File: config.mk
export PLATFORM = sky130hd
export DESIGN_NAME = task_sequencer
export DESIGN_NICKNAME = d
export VERILOG_FILES = /design/src/rtl/task_sequencer_pkg.sv /design/src/rtl/task_sequencer_bus_mux.sv /design/src/rtl/task_sequencer.sv
export SDC_FILE = /design/constraint.sdc
export NUM_CORES = 1
export LEC_CHECK = 0
export CAP_MARGIN = 20
export CORE_MARGIN = 1.5
export CORE_UTILIZATION = 34
export CTS_CLUSTER_DIAMETER = 150
export DETAILED_ROUTE_END_ITERATION = 10
export GPL_TIMING_DRIVEN = 0
export PLACE_DENSITY_LB_ADDON = 0.1
export SYNTH_ARGS = -nofsm -noshare
export SYNTH_HDL_FRONTEND = slang
export SYNTH_SLANG_ARGS = --single-unit
export TNS_END_PERCENT = 20
File: constraint.sdc
create_clock -name clock -period 2.26 [get_ports clock]
set_input_delay 0.339 -clock clock [delete_from_list [all_inputs] [get_ports clock]]
set_output_delay 0.339 -clock clock [all_outputs]
set_load 0.005 [all_outputs]
File: src/rtl/task_sequencer_pkg.sv
// rtl/task_sequencer_pkg.sv - shared widths, state encoding and memory map for the task sequencer
package task_sequencer_pkg;

  localparam int TS_WORD_WIDTH = 16;
  localparam int TS_ADDR_WIDTH = 11;
  localparam int TS_IDX_WIDTH  = 3;
  localparam int TS_CNT_WIDTH  = 10;

  // Fixed data-memory locations shared with the client blocks
  localparam logic [TS_ADDR_WIDTH-1:0] FLAG_ADDR = 11'h000;
  localparam logic [TS_ADDR_WIDTH-1:0] AGG_ADDR  = 11'h002;

  typedef enum logic [2:0] {
    ST_IDLE   = 3'd0,
    ST_EN     = 3'd1,
    ST_START  = 3'd2,
    ST_WAIT   = 3'd3,
    ST_NEXT   = 3'd4,
    ST_FINISH = 3'd5
  } seq_state_e;

endpackage

File: src/rtl/task_sequencer_bus_mux.sv
// rtl/task_sequencer_bus_mux.sv - gated combinational select of one client's memory bus slice
module task_bus_mux
  import task_sequencer_pkg::*;
#(
  parameter int NUM_TASKS  = 4,
  parameter int ADDR_WIDTH = TS_ADDR_WIDTH,
  parameter int WORD_WIDTH = TS_WORD_WIDTH
) (
  input  logic [TS_IDX_WIDTH-1:0]         sel,
  input  logic                            gate,
  input  logic [NUM_TASKS*ADDR_WIDTH-1:0] task_addr,
  input  logic [NUM_TASKS-1:0]            task_wr_en,
  input  logic [NUM_TASKS*WORD_WIDTH-1:0] task_wdata,
  output logic [ADDR_WIDTH-1:0]           mem_address,
  output logic                            mem_wr_en,
  output logic [WORD_WIDTH-1:0]           mem_wdata
);

  always_comb begin
    mem_address = '0;
    mem_wr_en   = 1'b0;
    mem_wdata   = '0;
    for (int i = 0; i < NUM_TASKS; i++) begin
      if (gate && (sel == TS_IDX_WIDTH'(i))) begin
        mem_address = task_addr[i*ADDR_WIDTH +: ADDR_WIDTH];
        mem_wr_en   = task_wr_en[i];
        mem_wdata   = task_wdata[i*WORD_WIDTH +: WORD_WIDTH];
      end
    end
  end

endmodule

File: src/rtl/task_sequencer.sv
// rtl/task_sequencer.sv - fires client tasks in index order via en/start/done and owns the data-memory bus
module task_sequencer
  import task_sequencer_pkg::*;
#(
  parameter int NUM_TASKS  = 4,
  parameter int WORD_WIDTH = TS_WORD_WIDTH,
  parameter int ADDR_WIDTH = TS_ADDR_WIDTH,
  parameter int TIMEOUT    = 1023
) (
  input  logic                            clock,
  input  logic                            nrst,
  input  logic                            go,
  input  logic [NUM_TASKS-1:0]            task_mask,
  output logic [NUM_TASKS-1:0]            task_en,
  output logic [NUM_TASKS-1:0]            task_start,
  input  logic [NUM_TASKS-1:0]            task_done,
  input  logic [NUM_TASKS*ADDR_WIDTH-1:0] task_addr,
  input  logic [NUM_TASKS-1:0]            task_wr_en,
  input  logic [NUM_TASKS*WORD_WIDTH-1:0] task_wdata,
  output logic [ADDR_WIDTH-1:0]           mem_address,
  output logic                            mem_wr_en,
  output logic [WORD_WIDTH-1:0]           mem_wdata,
  output logic                            busy,
  output logic [TS_IDX_WIDTH-1:0]         cur_task,
  output logic                            seq_done,
  output logic                            timeout_err
);

  localparam logic [TS_CNT_WIDTH-1:0] TIMEOUT_CNT = TS_CNT_WIDTH'(TIMEOUT);

  seq_state_e              state, state_nxt;
  logic [TS_IDX_WIDTH-1:0] idx, idx_nxt;
  logic [NUM_TASKS-1:0]    mask_q, mask_nxt;
  logic [TS_CNT_WIDTH-1:0] wait_cnt, wait_cnt_nxt, wait_inc;
  logic                    timeout_nxt;
  logic [NUM_TASKS-1:0]    sel_onehot;
  logic [TS_IDX_WIDTH-1:0] first_idx, next_idx;
  logic                    next_found, done_sel, bus_gate;

  // Descending scan so the lowest qualifying index is the last one written
  always_comb begin
    sel_onehot = '0;
    first_idx  = '0;
    next_idx   = '0;
    next_found = 1'b0;
    for (int i = NUM_TASKS - 1; i >= 0; i--) begin
      sel_onehot[i] = (idx == TS_IDX_WIDTH'(i));
      if (task_mask[i]) first_idx = TS_IDX_WIDTH'(i);
      if (mask_q[i] && (TS_IDX_WIDTH'(i) > idx)) begin
        next_idx   = TS_IDX_WIDTH'(i);
        next_found = 1'b1;
      end
    end
  end

  assign done_sel = |(task_done & sel_onehot);
  assign wait_inc = wait_cnt + 1'b1;

  always_comb begin
    state_nxt    = state;
    idx_nxt      = idx;
    mask_nxt     = mask_q;
    wait_cnt_nxt = wait_cnt;
    timeout_nxt  = timeout_err;
    task_en      = '0;
    task_start   = '0;
    case (state)
      ST_IDLE: begin
        if (go) begin
          mask_nxt    = task_mask;
          timeout_nxt = 1'b0;
          idx_nxt     = first_idx;
          state_nxt   = (task_mask == '0) ? ST_FINISH : ST_EN;
        end
      end
      ST_EN: begin
        task_en   = sel_onehot;
        state_nxt = ST_START;
      end
      ST_START: begin
        task_start   = sel_onehot;
        wait_cnt_nxt = '0;
        state_nxt    = ST_WAIT;
      end
      ST_WAIT: begin
        // Abort on the TIMEOUT-th WAIT cycle without done; done in that cycle still wins
        if (done_sel) begin
          state_nxt = ST_NEXT;
        end else if (wait_inc == TIMEOUT_CNT) begin
          timeout_nxt = 1'b1;
          state_nxt   = ST_FINISH;
        end else begin
          wait_cnt_nxt = wait_inc;
        end
      end
      ST_NEXT: begin
        if (next_found) begin
          idx_nxt   = next_idx;
          state_nxt = ST_EN;
        end else begin
          state_nxt = ST_FINISH;
        end
      end
      ST_FINISH: begin
        if (!go) state_nxt = ST_IDLE;
      end
      default: state_nxt = ST_IDLE;
    endcase
  end

  always_ff @(posedge clock) begin
    if (!nrst) begin
      state       <= ST_IDLE;
      idx         <= '0;
      mask_q      <= '0;
      wait_cnt    <= '0;
      timeout_err <= 1'b0;
    end else begin
      state       <= state_nxt;
      idx         <= idx_nxt;
      mask_q      <= mask_nxt;
      wait_cnt    <= wait_cnt_nxt;
      timeout_err <= timeout_nxt;
    end
  end

  assign busy     = (state != ST_IDLE);
  assign seq_done = (state == ST_FINISH);
  assign cur_task = busy ? idx : '0;
  assign bus_gate = (state == ST_EN) || (state == ST_START) || (state == ST_WAIT);

  task_bus_mux #(
    .NUM_TASKS (NUM_TASKS),
    .ADDR_WIDTH(ADDR_WIDTH),
    .WORD_WIDTH(WORD_WIDTH)
  ) u_bus_mux (
    .sel        (idx),
    .gate       (bus_gate),
    .task_addr  (task_addr),
    .task_wr_en (task_wr_en),
    .task_wdata (task_wdata),
    .mem_address(mem_address),
    .mem_wr_en  (mem_wr_en),
    .mem_wdata  (mem_wdata)
  );

endmodule

Word level (Yosys, flattened, before mapping)
Cells that the tools add are included.
Widths: inputs -> output; s select.
- flip-flop bits (word level): 21
- latch bits: 0
- memory bits (writable): 0
- memory bits (read-only): 0
- input bits: 123
- output and inout bits: 42
- logic and storage cells: 94
- memories kept: 0
- add/subtract/negate cells: 1
- multipliers: 0
- div/mod/pow operators: 0
- order comparisons: 4
- equality and inequality tests: 16
- shift-type cells: 0
- muxes and demuxes: 44
- bitwise gates (word level): 1
- reduce and logical (&&, ||, !) cells: 23
- operator list (operator ; number):
    $mux 16 ; 4
    $mux 3 ; 15
    $mux 11 ; 4
    $mux 10 ; 2
    $pmux 10 s2 ; 1
    $pmux 3 s6 ; 1
    $eq 3x2->1 const B ; 4
    $ne 2x2->1 const B ; 6
    $mux 1 ; 11
    $add 10x1->10 const B ; 1
    $eq 10x10->1 const B ; 1
    $reduce_and 3->1 ; 3
    $logic_and 1x1->1 ; 8
    $mux 4 ; 2
    $eq 3x1->1 const B ; 2
    $eq 3x3->1 const B ; 2
    $gt 1x3->1 const A ; 2
    $gt 2x3->1 const A ; 2
    $logic_not 3->1 ; 2
    $pmux 3 s2 ; 1
    $reduce_bool 2->1 ; 3
    $and 4x4->4 ; 1
    $logic_not 4->1 ; 1
    $mux 2 ; 2
    7 further kinds ; 8

Depth between registers and ports, before layout
Gate-level depths: netlist of the first run.
- depth after elaboration: 8
- gate-level depth with buffers: 9
- depth with buffers taken out: 7

Cells and area by module
Synthesis of the first run repeated with hierarchy kept, for this count alone.
- cells, all modules: 268
- area, all modules: 2087.0 µm²
- by module, submodules not included (module ; times used ; cells an instance ; area an instance (µm²)):
    task_sequencer ; 1 ; 171 ; 1251.2
    task_bus_mux ; 1 ; 97 ; 835.8

Worst setup path before layout of the first run
Ideal clock, no wire load.
- kind: reg-to-reg
- from: reg wait_cnt[0]
- to: reg wait_cnt[1]
- library setup time: 0.115 ns
- arrival: 1.850 ns
- required time: 2.145 ns
- slack: 0.295 ns
- stages on the path, launching flop included: 10
- cells stage by stage: dfxtp_1 -> ha_1 -> and3_1 -> buf_2 -> a21oi_1 -> o311a_4 -> o21ai_4 -> buf_4 -> nor2_1 -> o21a_1
- word-level cells in the longest chain between the ends: 4
- elaborated cells on any way between the ends: 7
- ends and longest elaborated chain (what ; line ; source):
    start, declared ; task_sequencer.sv:34 ; logic [TS_CNT_WIDTH-1:0] wait_cnt, wait_cnt_nxt, wait_inc;
    start signal, assigned ; task_sequencer.sv:122 ; wait_cnt <= wait_cnt_nxt;
    $add 10x1->10 (*) ; task_sequencer.sv:57 ; assign wait_inc = wait_cnt + 1'b1;
    $eq 10x10->1 / $mux 10 (equally long branches) ; task_sequencer.sv:89 ; end else if (wait_inc == TIMEOUT_CNT) begin
    $ne 2x2->1 (no line) / $mux 10 (equally long branches) ; - ;
    $reduce_and 3->1 (no line) / $pmux 10 s2 (equally long branches) ; - ;
Every way passes the cells marked *; elsewhere a longest branch is shown, timed or not. The select of a mux whose other input is x is not followed.
A chain may end at the register's enable or synchronous reset.

Final worst setup path of the first run
- from: reg state[1]
- to: out mem_address[9]
- word-level cells in the longest chain between the ends: 8
- elaborated cells on any way between the ends: 13
- ends and longest elaborated chain (what ; line ; source):
    start, declared ; task_sequencer.sv:31 ; seq_state_e state, state_nxt;
    start signal, assigned ; task_sequencer.sv:119 ; state <= state_nxt;
    $eq 3x1->1 / $eq 3x2->1 (equally long branches) ; task_sequencer.sv:130 ; assign bus_gate = (state == ST_EN) || (state == ST_START) || (state == ST_WAIT);
    $logic_or 1x1->1 ; task_sequencer.sv:130 ;
    $logic_or 1x1->1 (*) ; task_sequencer.sv:130 ;
    $logic_and 1x1->1 ; task_sequencer_bus_mux.sv:24 ; if (gate && (sel == TS_IDX_WIDTH'(i))) begin
    $mux 11 (3 in series) ; task_sequencer_bus_mux.sv:24 ;
    $mux 11 (*) ; task_sequencer_bus_mux.sv:24 ;
    end, declared ; task_sequencer.sv:20 ; output logic [ADDR_WIDTH-1:0] mem_address,
Every way passes the cells marked *; elsewhere a longest branch is shown, timed or not.

==> flow_summary.toml, run 1 <==
[yosys]
yosysTopAreaCell = "dfxtp_1"
avgSynthCellArea_um2 = 6.765
synth_area_leaders = "dfxtp_1 (18%), a22oi_1 (8.2%), nor2_1 (8.2%)"
ys.warnings.count = 0
synth_edf_count = 0
ys_seq_area_share_pct = 18.02
synth_area_um2 = 2111
ys_types = 52
syn_inst = 312
syn_nets = 437
synth-main-ff-cell = "dfxtp_1"
synth_top_cell_area_share_pct = 18.02
async_flop_share_pct = 0
synth.ff_latch_count = 19

[layout]
nNetsFinal = 612
final_common_cell = "clkdlybuf4s50_1"
layoutNonFillerInstCount = 561
area_delta_synth_final_pct = 94.78
n_antenna_cell = 0
layout_common_cells = "clkdlybuf4s50_1 (138), nor2_1 (44), a21oi_1 (32)"
stdcell_area_um2 = 4111
drive_above_1_share_pct = 17.49
postLayoutCoreUtil_pct = 69.03

[cts]
worstSkewPairLatency_ns = 0.26
cts_buffers = 3
cts_root_buf = "clkbuf_8"
ctsHoldBuffers = 0
cts_tree = "yes"
cts_max_level = 1
ctsLongestPathBuffers = 2
clk_pin_slew_ns = 0.08
cts_sinks = 19

[floorplan]
start_util_pct = 35.44
die_area_um2 = 6690
row_count = 28
coreArea_um2 = 5956
ios = 165
fp.dieH_um = 81.79
die_x_um = 81.79

[power_and_ir_drop]
powerDensity_nw_per_um2 = 474.4
ir_drop_mv = 0.3665
clockPowerShare_pct = 12.6
switchingPower_mw = 0.7301
internal_power_mw = 1.220
seq_power_share_pct = 19.6
combPwrFrac_pct = 67.9
swShare_pct = 37.44
p_leak_nw = 1.597

[placement]
dpl.hpwl_um = 7457
place_area_um2 = 3826
dp_cells = 549
port_buffers = 162
gp_congestion = 0.8682

[detailed_routing]
routed_wl_um = 9847
vias_per_cell = 5.578
drt_first_pass_iters = 5
drc = 0
drtIter0Drc = 141
ant_nets = 0
dr_total_vias = 3129
avgRoutedWirePerCell_um = 17.55

[run_status]
status = "complete, but fails checks"
violations = "negative setup slack"

[grt]
grt.total_usage_pct = 27.91
grt_pass1_vias = 2852
grt_first_pass_wirelength_um = 14570
antenna_found_initial = 0
overflow = 0
grt_max_degree = 12

[worst_setup_path]
endpoint_kind = "output pin"
r2r_start = "wait_cnt[0]"
required_ns = 1.92
crit_path_start_kind = "flop"
critPathMaxFanout = 10
cp_data_arrival_time_ns = 1.92
critPathKind = "flop to output pin"
startpoint = "state[1]"

[timing]
grt_setup_unrepaired = "true"
timing.fmax_mhz = 442.2
worst_hold_slack_ns = 0.4658
fin_crit_sh_pct = 100.1
finalWorstSetupSlack_ns = -0.001200
setup_viol = 1
hold_viol = 0
skew_ns = 0.0006361
fin_crit_ns = 2.261
slew_violations = 0

[run]
drv_cap = 0

[hold_path]
min_from = "mask_q[1]"
hold_path_class = "flop to flop"
==> cells by family after synthesis <==
kind of cell	Yosys count	synth area share (%)
DFF	19	18.02
muxes	11	5.809
adders and majority gates	2	1.185
AOI/OAI and AO/OA	121	38.12
and+or+nand+nor	116	26.91
other	1	0.1777
xor gates and xnor gates	3	1.245
buffers and inverters	39	8.536
==> sequential cells by signal, summed over array words and instances (netlist names) <==
register and cells:
idx 2, mask_q 3, state 3, timeout_err 1, wait_cnt 10
==> metal layers <==
layer,up-vias,share of wire (%),track usage [%]
li1,1514,-,-
met1,1477,41,35.19
met2,119,49,47.54
met3,19,8.0,5.333
met4,0,1.7,8.814
met5,-,0,0
==> power by group through the flow <==
stage | clock network, mW | registers [mW] | logic [mW]
2_1_floorplan | 0 | 0.369 | 0.558
6_report | 0.245 | 0.381 | 1.32
5_1_grt | 0.265 | 0.386 | 1.44
3_5_place_dp | 0 | 0.372 | 1.19
4_1_cts | 0.250 | 0.371 | 1.31
3_3_place_gp | 0 | 0.371 | 1.18
==> path summary, 6_finish.rpt <==
path	slack, ns	to	cells past startpoint
worst max-delay path	-0.001	mem_address[9]	6
worst min-delay path	0.47	mask_q[1]	2
worst max register to register	0.14	wait_cnt[1]	9
worst min register to register	0.47	mask_q[1]	2
==> critical path, cell delays in order (launching register included) <==
cell	delay, ns
dfxtp_4	0.39
nor2_4	0.06
nor3_4	0.25
clkbuf_8	0.24
a221oi_2	0.06
a21oi_1	0.13
clkdlybuf4s50_1	0.52
==> Yosys cell counts (2+ instances only) <==
| cell | number |
|---|---|
| nor3_1 | 8 |
| inv_1 | 7 |
| o211ai_1 | 5 |
| nor2_1 | 46 |
| buf_2 | 3 |
| xnor2_1 | 2 |
| buf_6 | 2 |
| o22ai_1 | 7 |
| a21oi_1 | 32 |
| ha_1 | 2 |
| a22oi_1 | 23 |
| dfxtp_1 | 19 |
| nand3_1 | 5 |
| a221oi_1 | 8 |
| or2_2 | 3 |
| and3_1 | 6 |
| clkbuf_1 | 22 |
| nand3b_1 | 2 |
| mux2i_1 | 10 |
| nand4_1 | 4 |
| and2_1 | 6 |
| o21ai_0 | 14 |
| a31oi_1 | 17 |
| or3_1 | 3 |
| a21boi_0 | 5 |
| nor4_1 | 2 |
| nand2b_1 | 2 |
| buf_4 | 4 |
| nand2_1 | 20 |
==> metrics by stage <==
step / power [mW] / worst slack (ns) / setup TNS, ns
after detailed placement: 1.560 / -0.6497 / -12.29
after global routing: 2.089 / -0.08478 / -0.3871
final: 1.950 / -0.001200 / -0.001200
after CTS: 1.929 / -0.1539 / -0.8872
after floorplan: 0.9270 / 0.2950 / 0
after global placement: 1.548 / -0.6209 / -11.54
==> layout make-up <==
cell class | instances | area [um2]
Fill cell | 524 | 1844
Multi-Input combinational cell | 254 | 1659
Timing Repair Buffer | 173 | 1657
Sequential cell | 19 | 392.9
Buffer | 29 | 236.5
Tap cell | 75 | 93.84
Clock buffer | 3 | 41.29
Inverter | 7 | 26.28
Clock inverter | 1 | 5.005
==> what timing repair did <==
| item | in CTS | in global routing |
|---|---|---|
| gates resized for setup | 104 | 43 |
| endpoints found under the hold margin | 0 | 0 |
| pin swaps | 8 | 13 |
| gates cloned | 1 | 0 |
| endpoints found under the setup margin | 39 | 35 |
| setup buffers | 9 | 1 |
(Power assumes the default switching activity.)
==> inputs of run 2 (changes only) <==
- SYNTH_HIERARCHICAL: default -> 1
==> flow_summary.toml, run 2 <==
[cts]
clk_pin_slew_ns = 0.08
ctsLongestPathBuffers = 2
worstSkewPairLatency_ns = 0.26
cts_buffers = 3
cts_sinks = 19
cts_max_level = 1
cts_tree = "yes"
cts_root_buf = "clkbuf_8"

[yosys]
synth_area_um2 = 2087
ys_top_cells_by_count = "mux2i_1 (57), o22ai_1 (29), nand2_1 (21)"
yosysTopAreaCell = "mux2i_1"
ys_types = 53
synth_edf_count = 0
syn_inst = 268
synth_top_cell_area_share_pct = 27.34
synth-main-ff-cell = "dfxtp_1"
async_flop_share_pct = 0
synth.ff_latch_count = 19
ys.warnings.count = 6
synth.most_common_cell = "mux2i_1"
avgSynthCellArea_um2 = 7.787
ys_seq_area_share_pct = 18.23
synth_area_leaders = "mux2i_1 (27%), dfxtp_1 (18%), o22ai_1 (8.7%)"

[power_and_ir_drop]
swShare_pct = 39.01
switchingPower_mw = 0.7956
ir_drop_mv = 0.5059
p_leak_nw = 1.445
internal_power_mw = 1.244
powerDensity_nw_per_um2 = 517.5
clockPowerShare_pct = 12.5
seq_power_share_pct = 21.0
combPwrFrac_pct = 66.5

[grt]
grt_first_pass_wirelength_um = 12200
overflow = 0
grt.total_usage_pct = 23.79
grt_pass1_vias = 2412
antenna_found_initial = 0
grt_max_degree = 11

[layout]
top_register = "wait_cnt"
largest_reg_flops = 10
area_delta_synth_final_pct = 88.85
fillCellCount = 516
drive_above_1_share_pct = 18.33
top_regs = "wait_cnt: 10 flops, mask_q: 3 flops, state: 3 flops"
n_antenna_cell = 0
nNetsFinal = 568
final_common_cell = "clkdlybuf4s50_1"
layout_common_cells = "clkdlybuf4s50_1 (133), mux2i_1 (57), buf_2 (25)"
stdcell_area_um2 = 3941

[worst_setup_path]
crit_path_start_kind = "flop"
required_ns = 2.45
path_buf_inv = 0
critPathKind = "flop to flop"
r2r_start = "wait_cnt[4]"
crit_family = "compound AO/OA/AOI/OAI gates"
slowest_stage = "or4_1"
endpoint_kind = "flop"
cp_slowest_stage_delay_ns = 0.49
cp_data_arrival_time_ns = 2.41
startpoint = "wait_cnt[4]"
critPathMaxFanout = 9
path_cells = "nand4_1 > o311a_1 > a211oi_4 > o31ai_4 > or4_1 > a31oi_1"

[detailed_routing]
drt_first_pass_iters = 4
dr_total_vias = 2809
drc = 0
vias_per_cell = 5.433
ant_nets = 0
avgRoutedWirePerCell_um = 17.74
routed_wl_um = 9174
drtIter0Drc = 116

[timing]
finalWorstSetupSlack_ns = 0.03940
slew_headroom_pct = 64.05
skew_ns = 0.001349
fin_crit_ns = 2.221
worstMarginPinSlew_ns = 0.5393
fin_crit_sh_pct = 98.26
hold_viol = 0
setup_viol = 0
timing.fmax_mhz = 450.3
grt_setup_unrepaired = "true"
slew_violations = 0

[run]
drv_cap = 0

[placement]
port_buffers = 162
dpl.hpwl_um = 7088
place_area_um2 = 3810
place_ws_ns = -0.2337
gp_congestion = 0.8505

[floorplan]
fp.dieH_um = 81.35
die_area_um2 = 6617
coreArea_um2 = 5921
row_count = 28
start_util_pct = 35.25
die_x_um = 81.35
ios = 165

[hold_path]
min_from = "mask_q[1]"
hold_path_class = "flop to flop"

[run_status]
status = "completed"
==> run 2: cell types whose count changed after synthesis, moves of 5 or more <==
cell / delta
a21boi_0: -5
a21oi_1: -14
a221oi_1: -7
a22oi_1: -22
a31oi_1: -15
clkbuf_1: -15
mux2i_1: +47
nand3_1: +6
nor2_1: -27
o21ai_0: -6
o22ai_1: +22
==> run 2: worst paths after layout <==
kind | to | cells after the start | slack, ns
worst max-delay path | wait_cnt[3] | 6 | 0.04
worst min-delay path | mask_q[1] | 2 | 0.47
worst max register to register | wait_cnt[3] | 6 | 0.04
worst min register to register | mask_q[1] | 2 | 0.47
==> run 2: metrics by stage <==
stage               power (mW)  TNS, ns  util (%)  hold WS, ns  cells
floorplan                1.089        0         -       0.4367    270
global placement         1.697   -3.541     64.35       0.4437    507
detailed placement       1.710   -3.824     64.35       0.4548    507
CTS                      1.922  -0.4684     64.98       0.4649    511
global route             2.145  -0.2342     66.57       0.4894    517
finish                   2.040        0     66.57       0.4657    517
==> run 2: layout make-up <==
cell class              count  area [um2]  share of cell area [%]
well taps                  75       93.84                   2.381
repair buffers            169        1556                   39.49
flip-flops and latches     19       390.4                   9.905
plain buffers              19       150.1                   3.810
clock buffers               4       45.04                   1.143
inverters                   4       15.01                  0.3810
multi-input cells         227        1690                   42.89
==> run 2: timing repair <==
action,4_1_cts,5_1_grt
cloned,0,2
hold buffers,0,0
buffers inserted,1,4
resized for setup,85,58
endpoints found under the setup margin,39,45
pin swaps,0,7
==> run 2: kinds of logic (layout without fill, tap and decap cells) <==
| kind of cell | Yosys count | after routing | synth area share (%) |
|---|---|---|---|
| AO/OA/AOI/OAI | 72 | 72 | 22.12 |
| XOR/XNOR | 2 | 2 | 0.8395 |
| adder cells (fa/ha/maj) | 2 | 2 | 1.199 |
| buffers and inverters | 24 | 196 | 6.835 |
| flip-flops | 19 | 19 | 18.23 |
| multiplexers | 58 | 58 | 28.42 |
| other | 1 | 3 | 0.1797 |
| AND/OR/NAND/NOR | 90 | 90 | 22.18 |
==> run 2: worst register-to-register path, cell delays in order, from the launching register on <==
cell      delay [ns]
dfxtp_1         0.45
nand4_1         0.20
o311a_1         0.41
a211oi_4        0.27
o31ai_4         0.17
or4_1           0.49
a31oi_1         0.17
==> run 2: layer usage <==
layer / vias up / GRT usage, % / wire, um
li1: 1367 / - / -
met1: 1329 / 29.47 / 3644
met5: - / 0 / 0
met3: 4 / 4.045 / 752
met4: 0 / 4.138 / 38
met2: 109 / 43.06 / 4739
==> run 2: power groups by stage <==
| stage | combinational (mW) | sequential (mW) | clock, mW |
|---|---|---|---|
| 2_1_floorplan | 0.690 | 0.399 | 0 |
| 3_3_place_gp | 1.29 | 0.407 | 0 |
| 3_5_place_dp | 1.30 | 0.408 | 0 |
| 4_1_cts | 1.26 | 0.415 | 0.244 |
| 5_1_grt | 1.45 | 0.433 | 0.265 |
| 6_report | 1.36 | 0.428 | 0.254 |
